### src/rtl/speck_job_scheduler_pkg.sv
`default_nettype none
// ============================================================================
// Module : speck_job_scheduler_pkg
// Desc   : Shared widths, timeout default and scheduler state encodings.
// Rev    : 1.0 - initial release
// ============================================================================
package speck_job_scheduler_pkg;

  localparam int c_DATA_W      = 128;
  localparam int c_N_REQ       = 2;
  localparam int c_TIMEOUT_CYC = 1024;

  typedef enum logic [2:0] {
    ST_IDLE    = 3'd0,
    ST_GRANT   = 3'd1,
    ST_LAUNCH  = 3'd2,
    ST_WAIT    = 3'd3,
    ST_RESPOND = 3'd4
  } sched_state_t;

  // Counter width for a cycle budget; never narrower than one bit.
  function automatic int cnt_width(input int cyc);
    return (cyc > 1) ? $clog2(cyc) : 1;
  endfunction

endpackage
`default_nettype wire

### src/rtl/speck_job_scheduler_rr_arbiter_2.sv
`default_nettype none
// ============================================================================
// Module : rr_arbiter_2
// Desc   : Two-way round-robin arbiter; ptr names the preferred requester.
// Rev    : 1.0 - initial release
// ============================================================================
module rr_arbiter_2
  import speck_job_scheduler_pkg::*;
(
  input  logic [1:0] req,
  input  logic       ptr,
  output logic [1:0] grant
);

  always_comb begin
    grant = '0;
    if (req[ptr]) begin
      grant[ptr] = 1'b1;
    end else if (req[~ptr]) begin
      grant[~ptr] = 1'b1;
    end
  end

endmodule
`default_nettype wire

### src/rtl/speck_job_scheduler.sv
`default_nettype none
// ============================================================================
// Module : speck_job_scheduler
// Desc   : Shares one SPECK core between two requesters with round-robin grant.
// Rev    : 1.0 - initial release
// ============================================================================
module speck_job_scheduler
  import speck_job_scheduler_pkg::*;
#(
  parameter int DATA_W      = c_DATA_W,
  parameter int N_REQ       = c_N_REQ,
  parameter int TIMEOUT_CYC = c_TIMEOUT_CYC
) (
  input  logic                    clk,
  input  logic                    rst_n,
  input  logic [N_REQ-1:0]        req_valid,
  output logic [N_REQ-1:0]        req_ready,
  input  logic [N_REQ-1:0]        req_decrypt,
  input  logic [N_REQ*DATA_W-1:0] req_text,
  input  logic [N_REQ*DATA_W-1:0] req_key,
  output logic [N_REQ-1:0]        rsp_valid,
  input  logic [N_REQ-1:0]        rsp_ready,
  output logic [DATA_W-1:0]       rsp_data,
  output logic                    rsp_error,
  input  logic                    secret_storage_ready,
  output logic                    core_start,
  output logic                    core_decrypt,
  output logic [DATA_W-1:0]       core_text,
  output logic [DATA_W-1:0]       core_key,
  input  logic                    core_ready,
  input  logic [DATA_W-1:0]       core_result,
  output logic                    busy
);

  localparam int                 c_CNT_W    = cnt_width(TIMEOUT_CYC);
  localparam logic [c_CNT_W-1:0] c_CNT_LAST = c_CNT_W'(TIMEOUT_CYC - 1);

  sched_state_t        r_state;
  sched_state_t        w_state_nxt;

  logic [DATA_W-1:0]   w_text [N_REQ];
  logic [DATA_W-1:0]   w_key  [N_REQ];
  logic [N_REQ-1:0]    w_grant;
  logic                w_gidx;
  logic                w_timeout;

  logic                r_rr_ptr;
  logic                r_grant_idx;
  logic [c_CNT_W-1:0]  r_timer;
  logic                r_core_decrypt;
  logic [DATA_W-1:0]   r_core_text;
  logic [DATA_W-1:0]   r_core_key;
  logic [DATA_W-1:0]   r_rsp_data;
  logic                r_rsp_error;

  generate
    for (genvar gi = 0; gi < N_REQ; gi++) begin : g_unpack
      assign w_text[gi] = req_text[gi*DATA_W +: DATA_W];
      assign w_key[gi]  = req_key[gi*DATA_W +: DATA_W];
    end
  endgenerate

  rr_arbiter_2 u_arb (
    .req   (req_valid),
    .ptr   (r_rr_ptr),
    .grant (w_grant)
  );

  assign w_gidx    = w_grant[1];
  assign w_timeout = (r_timer == c_CNT_LAST);

  assign core_decrypt = r_core_decrypt;
  assign core_text    = r_core_text;
  assign core_key     = r_core_key;
  assign rsp_data     = r_rsp_data;
  assign rsp_error    = r_rsp_error;

  always_ff @(posedge clk or negedge rst_n) begin
    if (!rst_n) begin
      r_state <= ST_IDLE;
    end else begin
      r_state <= w_state_nxt;
    end
  end

  always_comb begin
    w_state_nxt = r_state;
    req_ready   = '0;
    rsp_valid   = '0;
    core_start  = 1'b0;
    busy        = (r_state != ST_IDLE);
    case (r_state)
      ST_IDLE: begin
        if ((|req_valid) && secret_storage_ready) begin
          w_state_nxt = ST_GRANT;
        end
      end
      ST_GRANT: begin
        req_ready = w_grant;
        // A requester that withdrew before the grant cycle leaves nothing to launch.
        w_state_nxt = (|w_grant) ? ST_LAUNCH : ST_IDLE;
      end
      ST_LAUNCH: begin
        core_start  = 1'b1;
        w_state_nxt = ST_WAIT;
      end
      ST_WAIT: begin
        if (core_ready || w_timeout) begin
          w_state_nxt = ST_RESPOND;
        end
      end
      ST_RESPOND: begin
        rsp_valid[r_grant_idx] = 1'b1;
        if (rsp_ready[r_grant_idx]) begin
          w_state_nxt = ST_IDLE;
        end
      end
      default: begin
        w_state_nxt = ST_IDLE;
      end
    endcase
  end

  always_ff @(posedge clk or negedge rst_n) begin
    if (!rst_n) begin
      r_rr_ptr       <= 1'b0;
      r_grant_idx    <= 1'b0;
      r_timer        <= '0;
      r_core_decrypt <= 1'b0;
      r_core_text    <= '0;
      r_core_key     <= '0;
      r_rsp_data     <= '0;
      r_rsp_error    <= 1'b0;
    end else begin
      case (r_state)
        ST_GRANT: begin
          if (|w_grant) begin
            r_grant_idx    <= w_gidx;
            r_rr_ptr       <= ~w_gidx;
            r_core_text    <= w_text[w_gidx];
            r_core_key     <= w_key[w_gidx];
            r_core_decrypt <= req_decrypt[w_gidx];
          end
        end
        ST_LAUNCH: begin
          r_timer <= '0;
        end
        ST_WAIT: begin
          // core_ready takes priority over a timeout landing in the same cycle.
          if (core_ready) begin
            r_rsp_data  <= core_result;
            r_rsp_error <= 1'b0;
          end else if (w_timeout) begin
            r_rsp_data  <= '0;
            r_rsp_error <= 1'b1;
          end else begin
            r_timer <= r_timer + 1'b1;
          end
        end
        default: begin
        end
      endcase
    end
  end

endmodule
`default_nettype wire

### config.mk
export PLATFORM = sky130hd
export DESIGN_NAME = speck_job_scheduler
export DESIGN_NICKNAME = d
export VERILOG_FILES = /design/src/rtl/speck_job_scheduler_pkg.sv /design/src/rtl/speck_job_scheduler_rr_arbiter_2.sv /design/src/rtl/speck_job_scheduler.sv
export SDC_FILE = /design/constraint.sdc
export NUM_CORES = 1
export LEC_CHECK = 0
export CAP_MARGIN = 15
export CORE_AREA = 2 2 401 403
export CTS_CLUSTER_DIAMETER = 50
export DETAILED_ROUTE_END_ITERATION = 16
export DIE_AREA = 0 0 403 405
export GPL_TIMING_DRIVEN = 0
export SLEW_MARGIN = 25
export SYNTH_ARGS = -nofsm -noshare
export SYNTH_HDL_FRONTEND = slang
export SYNTH_SLANG_ARGS = --single-unit
### constraint.sdc
create_clock -name clk -period 4.83 [get_ports clk]
set_input_delay 0.7245 -clock clk [delete_from_list [all_inputs] [get_ports clk]]
set_output_delay 0.7245 -clock clk [all_outputs]
set_load 0.01 [all_outputs]
==> results.py, run 1 <==
metrics = {
    "die": {
        "die_w_um": 403,
        "die_y_um": 405,
        "rows": 147,
        "initial_core_util_pct": 9.95,
        "ioPinCount": 1042,
        "core_um2": 159000,
        "die_area_um2": 163000,
    },
    "clocking": {
        "clkTransAtPathRegs_ns": 0.05,
        "clk_latency_ns": 0.66,
        "htree_levels": 3,
        "tritoncts": "yes",
        "cts_root_buf": "clkbuf_16",
        "numClockSinks": 401,
        "clk_path_buf_depth": 3,
        "cts_inserted_buffers": 72,
        "cts_resized": 0,
    },
    "min_path": {
        "holdPathStages": 2,
        "hold_class": "register to register",
    },
    "routing": {
        "vias": 17200,
        "vias_per_cell": 3.81,
        "wl_per_cell_um": 29.5,
        "first_pass_iters": 12,
        "drtIter0Drc": 2310,
        "drt-total-wl_mm": 133,
        "drc": 0,
        "ant_nets": 0,
    },
    "pwr": {
        "p_per_area_nw_per_um2": 638,
        "peakVddDrop_mv": 0.315,
        "p_leak_uw": 0.0142,
        "fin_total_pwr_uw": 20200,
    },
    "setup_path": {
        "crit_path_end_kind": "output pin",
        "crit_fanout": 10,
        "worstPathArrival_ns": 3.13,
        "worstSetupPathType": "register to output pin",
        "worstSetupStartpointType": "register",
        "reg2regPathDepth": 7,
        "worstPathRequired_ns": 4.11,
    },
    "logic_synthesis": {
        "syn_area_um2": 15800,
        "synth_compound_area_share_pct": 24.1,
        "synth_area_leaders": "dfrtp_1, a222oi_1, a22o_1",
        "yosys.area_share.xor_xnor_pct": 0,
        "synthMuxAreaShare_pct": 0.134,
        "ys_ff_latch": 401,
        "netlist_instances": 1233,
        "synth_edf_count": 0,
        "synth_flop_cell": "dfrtp_1",
        "synth_most_common_cell": "dfrtp_1",
        "synth_warnings": 0,
        "synth_top_cell_by_area": "dfrtp_1",
        "syn_avg_cell_area_um2": 12.8,
        "post-synth-top-area-fraction_pct": 63.3,
        "synth-async-reset-ratio_pct": 100,
        "synth.yosys.seq_area_share_pct": 63.3,
        "syn-num-nets": 1884,
        "synth_fa_ha_area_share_pct": 0.0790,
        "netlist_top_cells_count": "dfrtp_1, inv_1, a222oi_1",
        "yosysUniqueCellTypes": 39,
        "synth_top_family_by_area": "compound AO/OA/AOI/OAI gates",
        "yosys.area_share.simple_pct": 1.69,
    },
    "placement": {
        "dp_cells": 4366,
        "port_buffers": 1041,
        "dpl_cell_area_um2": 29000,
        "place.gp.congestion": 0.917,
        "post-dp-hpwl_mm": 114,
    },
    "sta": {
        "finalClockSkew_ns": 0.0362,
        "fmax_mhz": 259,
        "finalSetupTns_ns": 0,
        "slew_viol_final": 0,
        "rsz0062_at_grt": "false",
        "relSlewSlack_pct": 38.4,
        "fin_crit_ns": 3.85,
        "finalCritPeriodShare_pct": 79.8,
        "setup_violations": 0,
        "max_slew.worst_pin.slew_ns": 0.924,
        "hold_violations": 0,
    },
    "grt": {
        "grt.total_usage_pct": 15.5,
        "grt_max_degree": 85,
        "antenna_found_initial": 131,
        "grt_first_pass_wirelength_mm": 167,
        "grt_pass1_vias": 16800,
        "grt_overflow_total": 0,
    },
    "finish": {
        "final_area_um2": 31600,
        "finalNonFillerCells": 4516,
        "drive_above_1_share_pct": 9.66,
        "areaGrowthSynthToFinish_pct": 99.5,
        "nNetsFinal": 3006,
        "fillers": 17300,
    },
    "status": {
        "status": "complete, no violations",
    },
    "run": {
        "drv_cap": 0,
    },
}
## flip-flops by register name, summed over array words and instances, names as in the netlist
signal	flops
core_key	128
r_timer	10
r_state	3
core_decrypt	1
r_rr_ptr	1
r_grant_idx	1
rsp_error	1
core_text	128
rsp_data	128
## through the flow
step / hold WS (ns) / utilization (%) / setup WS [ns]
finish: 0.482 / 19.8 / 0.975
detailed placement: 0.476 / 18.2 / 0.955
CTS: 0.487 / 19.8 / 0.782
global placement: 0.471 / 18.1 / -16.44
global route: 0.504 / 19.8 / 0.731
floorplan: 0.429 / - / 2.76
## critical path: stages (launching register included)
cell	delay, ns
dfrtp_1	0.44
nor3b_2	0.27
and3_1	0.19
buf_4	0.22
clkbuf_1	0.67
clkdlybuf4s50_1	0.68
## final cells by class
class                           instances  area [um^2]  area share, %
Timing Repair Buffer                 1048        10600           33.5
Sequential cell                       401        10000           31.8
Multi-Input combinational cell        454         4130           13.1
Tap cell                             2086         2610           8.26
Clock buffer                           88         1930           6.11
Inverter                              262          983           3.11
Buffer                                116          698           2.21
Clock inverter                         42          572           1.81
Antenna cell                           19         47.5          0.150
## cell usage in the layout, fill, tap and decap left out, types with 3 or more instances in the layout
master           instances
clkinv_2                 9
clkbuf_8                 7
clkinv_4                 5
clkinvlp_4               7
clkdlybuf4s50_1       1040
clkbuf_1                27
inv_1                  262
buf_2                   74
nand3_1                 12
buf_6                   22
nand2_1                  9
inv_6                    7
nand3b_1                 3
bufinv_16                8
dfrtp_1                401
buf_16                   5
a22o_1                 128
nor2_1                   6
clkbuf_16               72
a222oi_1               257
clkinv_8                 3
o21ai_0                  5
diode_2                 19
## per-layer routing
layer | up-vias | share of wire [%] | track usage (%)
met3 | 356 | 11 | 7.65
li1 | 7097 | - | -
met1 | 8588 | 36 | 16.9
met5 | - | 0.40 | 0
met4 | 82 | 4.2 | 5.82
met2 | 1093 | 48 | 25.9
## path summary, 6_finish.rpt
check	from	to	slack, ns
worst max-delay path	r_state[2]	req_ready[0]	0.98
worst min-delay path	core_text[25]	core_text[25]	0.48
worst max register to register	r_state[2]	core_text[49]	2.19
worst min register to register	core_text[25]	core_text[25]	0.48
max in group asynchronous	rst_n	core_key[51]	2.62
min in group asynchronous	rst_n	rsp_data[39]	0.57
## logic make-up (layout without fill, tap and decap cells)
group           after synthesis  in the layout
mux                           2              2
other cells                   0             19
fa+ha+maj                     1              1
flops                       401            401
compound gates              405            405
simple gates                 46             46
buf+inv                     378           1556
## repair_timing
action | in CTS | in global routing
hold buffers | 1 | 0
hold endpoints to repair | 49 | 0
buffers inserted | 0 | 0
## where the power goes
group | internal (uW) | total (uW) | switching, uW
Clock | 3320 | 5390 | 2070
Combinational | 4420 | 8760 | 4340
Sequential | 4900 | 6000 | 1100
Total | 12600 | 20200 | 7510
Power figures use the tool's default switching activity.
==> run 2, diff against run 1 <==
--- a/config.mk
+++ b/config.mk
@@ -6,10 +6,10 @@
 export NUM_CORES = 1
 export LEC_CHECK = 0
 export CAP_MARGIN = 15
-export CORE_AREA = 2 2 401 403
+export CORE_AREA = 2 2 411 413
 export CTS_CLUSTER_DIAMETER = 50
 export DETAILED_ROUTE_END_ITERATION = 16
-export DIE_AREA = 0 0 403 405
+export DIE_AREA = 0 0 413 415
 export GPL_TIMING_DRIVEN = 0
 export SLEW_MARGIN = 25
 export SYNTH_ARGS = -nofsm -noshare
==> constraint.sdc (replaced) <==
create_clock -name clk -period 3.3 [get_ports clk]
set_input_delay 0.495 -clock clk [delete_from_list [all_inputs] [get_ports clk]]
set_output_delay 0.495 -clock clk [all_outputs]
set_load 0.01 [all_outputs]
==> run 2 against run 1 <==
Sequential power rose by 48%; combinational power up 50%; clock power grew 44%; largest power group unchanged; register-to-register slack got worse by 1.6 ns; critical path depth fell by 1; first-iteration DRC count up 7.3%; non-clock buffer count decreased by 2.
==> results.py, run 2 (synthesis results as in run 1) <==
metrics = {
    "setup_path": {
        "r2r_slack_ns": 0.61,
        "worstPathRequired_ns": 2.80,
        "worstSetupStartpointType": "register",
        "crit_path_end_kind": "output pin",
        "worstSetupPathType": "register to output pin",
        "worstSetupEndpoint": "req_ready[1]",
        "r2r-end": "core_text[30]",
        "reg2regPathDepth": 7,
        "crit_fanout": 17,
        "worstPathArrival_ns": 2.59,
        "startpoint": "r_state[2]",
        "worstReg2RegStart": "r_state[2]",
    },
    "clocking": {
        "htree_levels": 3,
        "clk_latency_ns": 0.66,
        "cts_root_buf": "clkbuf_16",
        "clkTransAtPathRegs_ns": 0.06,
        "numClockSinks": 401,
        "clk_path_buf_depth": 3,
        "tritoncts": "yes",
        "cts_inserted_buffers": 68,
    },
    "placement": {
        "post-dp-hpwl_mm": 123,
        "port_buffers": 1041,
        "place.gp.congestion": 0.941,
    },
    "pwr": {
        "peakVddDrop_mv": 0.468,
        "p_leak_uw": 0.0142,
        "fin_total_pwr_uw": 29700,
        "p_per_area_nw_per_um2": 938,
    },
    "grt": {
        "grt_overflow_total": 0,
        "grt.total_usage_pct": 15.9,
        "grt_first_pass_wirelength_mm": 177,
        "grt_max_degree": 76,
        "antenna_found_initial": 144,
        "grt_pass1_vias": 16800,
    },
    "routing": {
        "vias": 17500,
        "ant_nets": 0,
        "wl_per_cell_um": 30.7,
        "drt-total-wl_mm": 142,
        "first_pass_iters": 10,
        "drc": 0,
        "vias_per_cell": 3.78,
        "drtIter0Drc": 2478,
    },
    "sta": {
        "finalCritPeriodShare_pct": 93.4,
        "rsz0062_at_grt": "false",
        "max_slew.worst_pin.slew_ns": 0.892,
        "fmax_mhz": 324,
        "finalClockSkew_ns": 0.0242,
        "slew_viol_final": 0,
        "finalHoldWorstSlack_ns": 0.358,
        "relSlewSlack_pct": 40.6,
        "fin_crit_ns": 3.08,
        "hold_violations": 0,
        "setup_violations": 0,
    },
    "finish": {
        "fillers": 18300,
        "areaGrowthSynthToFinish_pct": 100,
        "layout_commonest_cell": "clkdlybuf4s50_1",
        "drive_above_1_share_pct": 9.69,
        "nNetsFinal": 3000,
        "final_cell_mix": "clkdlybuf4s50_1, dfrtp_1, inv_1",
    },
    "die": {
        "core_um2": 167000,
        "die_y_um": 415,
        "die_area_um2": 171000,
        "die_w_um": 413,
        "initial_core_util_pct": 9.51,
        "ioPinCount": 1042,
        "rows": 150,
    },
    "min_path": {
        "hold_class": "input pin to asynchronous set/reset pin",
    },
    "run": {
        "drv_cap": 0,
    },
    "status": {
        "status": "complete, no violations",
    },
}
## run 2: cell count changes in the layout (fill, tap and decap cells not counted), moves of 2 or more
cell	delta
clkbuf_1	-7
clkinv_16	-2
clkinv_2	-2
diode_2	-2
inv_8	+5
## run 2: area by class of cell
cell class                      instances  area [um^2]  area share (%)
Tap cell                             2204         2760            8.71
Antenna cell                           17         42.5           0.134
Buffer                                114          697            2.20
Clock buffer                           83         1900            6.00
Timing Repair Buffer                 1048        10600            33.5
Inverter                              262          983            3.10
Clock inverter                         42          529            1.67
Sequential cell                       401        10000            31.7
Multi-Input combinational cell        454         4130            13.0
## run 2: routing by layer
layer | vias up | GRT usage, % | routed length (um)
met5 | - | 0 | 705
met4 | 108 | 4.63 | 4730
met3 | 358 | 8.04 | 18100
met2 | 1228 | 25.9 | 65600
met1 | 8716 | 18.1 | 52900
li1 | 7080 | - | -
## run 2: repair_timing
action	in CTS	in global routing
resized for setup	2	0
endpoints found under the setup margin	2	0
hold endpoints to repair	53	0
buffers inserted	0	0
hold buffers	1	0
## run 2: worst max-delay path, stage by stage, from the launching register on
cell and delay, ns:
dfrtp_1 0.45, nor3b_2 0.33, and3_1 0.22, buf_6 0.29, clkdlybuf4s50_1 0.61
## run 2: where the power goes
| part | total [uW] | internal, uW | switching, uW |
|---|---|---|---|
| clock network | 7740 | 4800 | 2940 |
| registers | 8880 | 7170 | 1710 |
| logic | 13100 | 6470 | 6630 |
| total | 29700 | 18400 | 11300 |
## run 2: worst min path at each step
| stage | start | endpoint | slack [ns] | cells past startpoint |
|---|---|---|---|---|
| floorplan | rst_n | core_decrypt | 0.20 | 0 |
| global placement | core_text[61] | core_text[61] | 0.47 | 2 |
| detailed placement | rst_n | rsp_data[45] | 0.46 | 1 |
| CTS | rst_n | rsp_data[45] | 0.30 | 2 |
| global route | rst_n | rsp_data[45] | 0.36 | 2 |
| finish | rst_n | rsp_data[45] | 0.36 | 2 |
## run 2: per-stage QoR
stage	worst slack, ns	cells	util, %	TNS, ns	area [um^2]
detailed placement	-0.161	4484	17.5	-0.161	29200
global route	0.0481	4615	19.0	0	31700
finish	0.217	4625	19.0	0	31700
floorplan	1.59	1233	-	0	15800
CTS	0.0820	4608	19.0	0	31600
global placement	-18.17	4478	17.4	-7296.57	29000
==> run 3, diff against run 2 <==
--- a/config.mk
+++ b/config.mk
@@ -6,10 +6,10 @@
 export NUM_CORES = 1
 export LEC_CHECK = 0
 export CAP_MARGIN = 15
-export CORE_AREA = 2 2 411 413
+export CORE_AREA = 2 2 405 407
 export CTS_CLUSTER_DIAMETER = 50
 export DETAILED_ROUTE_END_ITERATION = 16
-export DIE_AREA = 0 0 413 415
+export DIE_AREA = 0 0 407 409
 export GPL_TIMING_DRIVEN = 0
 export SLEW_MARGIN = 25
 export SYNTH_ARGS = -nofsm -noshare
==> constraint.sdc (replaced) <==
create_clock -name clk -period 3 [get_ports clk]
set_input_delay 0.45 -clock clk [delete_from_list [all_inputs] [get_ports clk]]
set_output_delay 0.45 -clock clk [all_outputs]
set_load 0.01 [all_outputs]
==> run 3 against run 2 <==
Worst hold slack worse by 0.033 ns; critical path depth is the same; largest cell class unchanged; via count decreased by 1.9%; combinational power grew 9%.
==> results.py, run 3 (synthesis results as in run 1) <==
metrics = {
    "die": {
        "rows": 148,
        "die_w_um": 407,
        "die_y_um": 409,
        "initial_core_util_pct": 9.78,
        "ioPinCount": 1042,
        "core_um2": 162000,
        "die_area_um2": 166000,
    },
    "setup_path": {
        "startpoint": "r_state[2]",
        "path_cells": "nor3b_4 > and3_4 > buf_12 > clkdlybuf4s50_1",
        "worstPathArrival_ns": 2.41,
        "worstPathRequired_ns": 2.55,
        "worstSetupStartpointType": "register",
        "critPathSlowestCell": "clkdlybuf4s50_1",
        "worstReg2RegStart": "r_state[2]",
        "worstSetupPathType": "register to output pin",
        "max_stage_delay_ns": 0.57,
        "crit_fanout": 17,
        "crit_path_end_kind": "output pin",
    },
    "pwr": {
        "p_per_area_nw_per_um2": 1030,
        "peakVddDrop_mv": 0.546,
        "p_leak_uw": 0.0142,
    },
    "routing": {
        "ant_nets": 0,
        "wl_per_cell_um": 30.2,
        "drtIter0Drc": 2320,
        "first_pass_iters": 10,
        "vias": 17200,
        "vias_per_cell": 3.73,
        "drt-total-wl_mm": 139,
        "drc": 0,
    },
    "placement": {
        "port_buffers": 1041,
        "place.gp.congestion": 0.924,
        "post-dp-hpwl_mm": 120,
    },
    "clocking": {
        "clk_path_buf_depth": 3,
        "tritoncts": "yes",
        "numClockSinks": 401,
        "clkTransAtPathRegs_ns": 0.05,
        "cts_root_buf": "clkbuf_16",
        "post-cts-setup-buffers": 0,
        "cts_inserted_buffers": 71,
        "clk_latency_ns": 0.66,
        "htree_levels": 3,
    },
    "sta": {
        "setup_violations": 0,
        "finalHoldWorstSlack_ns": 0.324,
        "max_slew.worst_pin.slew_ns": 1.09,
        "hold_violations": 0,
        "finalClockSkew_ns": 0.0299,
        "finalCritPeriodShare_pct": 95.2,
        "slew_viol_final": 0,
        "fin_crit_ns": 2.86,
        "relSlewSlack_pct": 27.0,
        "fmax_mhz": 350,
    },
    "run": {
        "drv_cap": 0,
    },
    "grt": {
        "grt_pass1_vias": 17100,
        "antenna_found_initial": 105,
        "grt_max_degree": 84,
        "grt_first_pass_wirelength_mm": 175,
        "grt_overflow_total": 0,
        "grt.total_usage_pct": 16.1,
    },
    "status": {
        "status": "complete, no violations",
    },
    "min_path": {
        "hold_class": "input pin to asynchronous set/reset pin",
    },
    "finish": {
        "nNetsFinal": 3004,
        "areaGrowthSynthToFinish_pct": 100,
        "final_core_util_pct": 19.6,
        "drive_above_1_share_pct": 10.0,
        "final_cell_mix": "clkdlybuf4s50_1, dfrtp_1, inv_1",
        "layout_commonest_cell": "clkdlybuf4s50_1",
    },
}
[run 3: cell types whose count changed in the layout (fill, tap and decap cells not counted), sizes merged]
cell	before	now
clkinv	13	22
inv	275	273
clkdlybuf4s50	1040	1039
dlygate4sd2	0	1
bufinv	8	7
clkinvlp	8	6
diode	17	19
[run 3: path summary, 6_finish.rpt]
kind	end	slack [ns]	cells past startpoint
max in group asynchronous	core_key[45]	1.11	5
min	rsp_data[19]	0.32	2
max	req_ready[0]	0.14	4
max reg2reg	core_text[23]	0.27	7
min reg2reg	core_text[97]	0.48	2
min in group clk	core_text[34]	0.40	3
[run 3: cell type report]
type                       instances  area (um^2)
antenna                           19         47.5
timing repair buffer            1048        10600
clock buffer                      82         1920
inverter                         262          983
sequential                       401        10000
multi-input combinational        454         4140
buffer                           115          731
clock inverter                    46          539
fill                           17700       130000
tap                             2175         2720
[run 3: metal layers]
layer / vias to the layer above / share of wire, % / global-route usage (%)
li1: 7112 / - / -
met1: 8593 / 38 / 18.3
met2: 1107 / 49 / 27.7
met3: 304 / 9.6 / 6.18
met4: 46 / 3.4 / 4.99
met5: - / 0.20 / 0
[run 3: repair_timing]
item | in CTS | in global routing
setup endpoints to repair | 2 | 1
gates resized for setup | 10 | 3
pin swaps | 1 | 1
hold buffers | 1 | 0
endpoints found under the hold margin | 51 | 0
[run 3: worst max-delay path, delay by kind of cell (launching register included)]
kind / cells / cell delay, ns
buffers and inverters: 2 / 0.75
DFF: 1 / 0.45
and+or+nand+nor: 2 / 0.55
[run 3: report_power, final]
| part | leakage, uW | switching, uW | internal (uW) | total (uW) |
|---|---|---|---|---|
| registers | 0.00505 | 1930 | 7890 | 9820 |
| clock network | 0.00120 | 3230 | 5270 | 8500 |
| logic | 0.00796 | 7110 | 7150 | 14300 |
[run 3: stage by stage]
step	worst slack, ns	total power [uW]	instances	instance area, um^2	TNS (ns)
3_5_place_dp	-0.426	24200	4455	29200	-6.80
4_1_cts	0.00230	33100	4583	31700	0
5_1_grt	-0.00467	34300	4587	31700	-0.00467
3_3_place_gp	-18.27	24100	4449	29000	-7380.58
2_1_floorplan	1.33	14500	1233	15800	0
6_report	0.144	32600	4602	31700	0
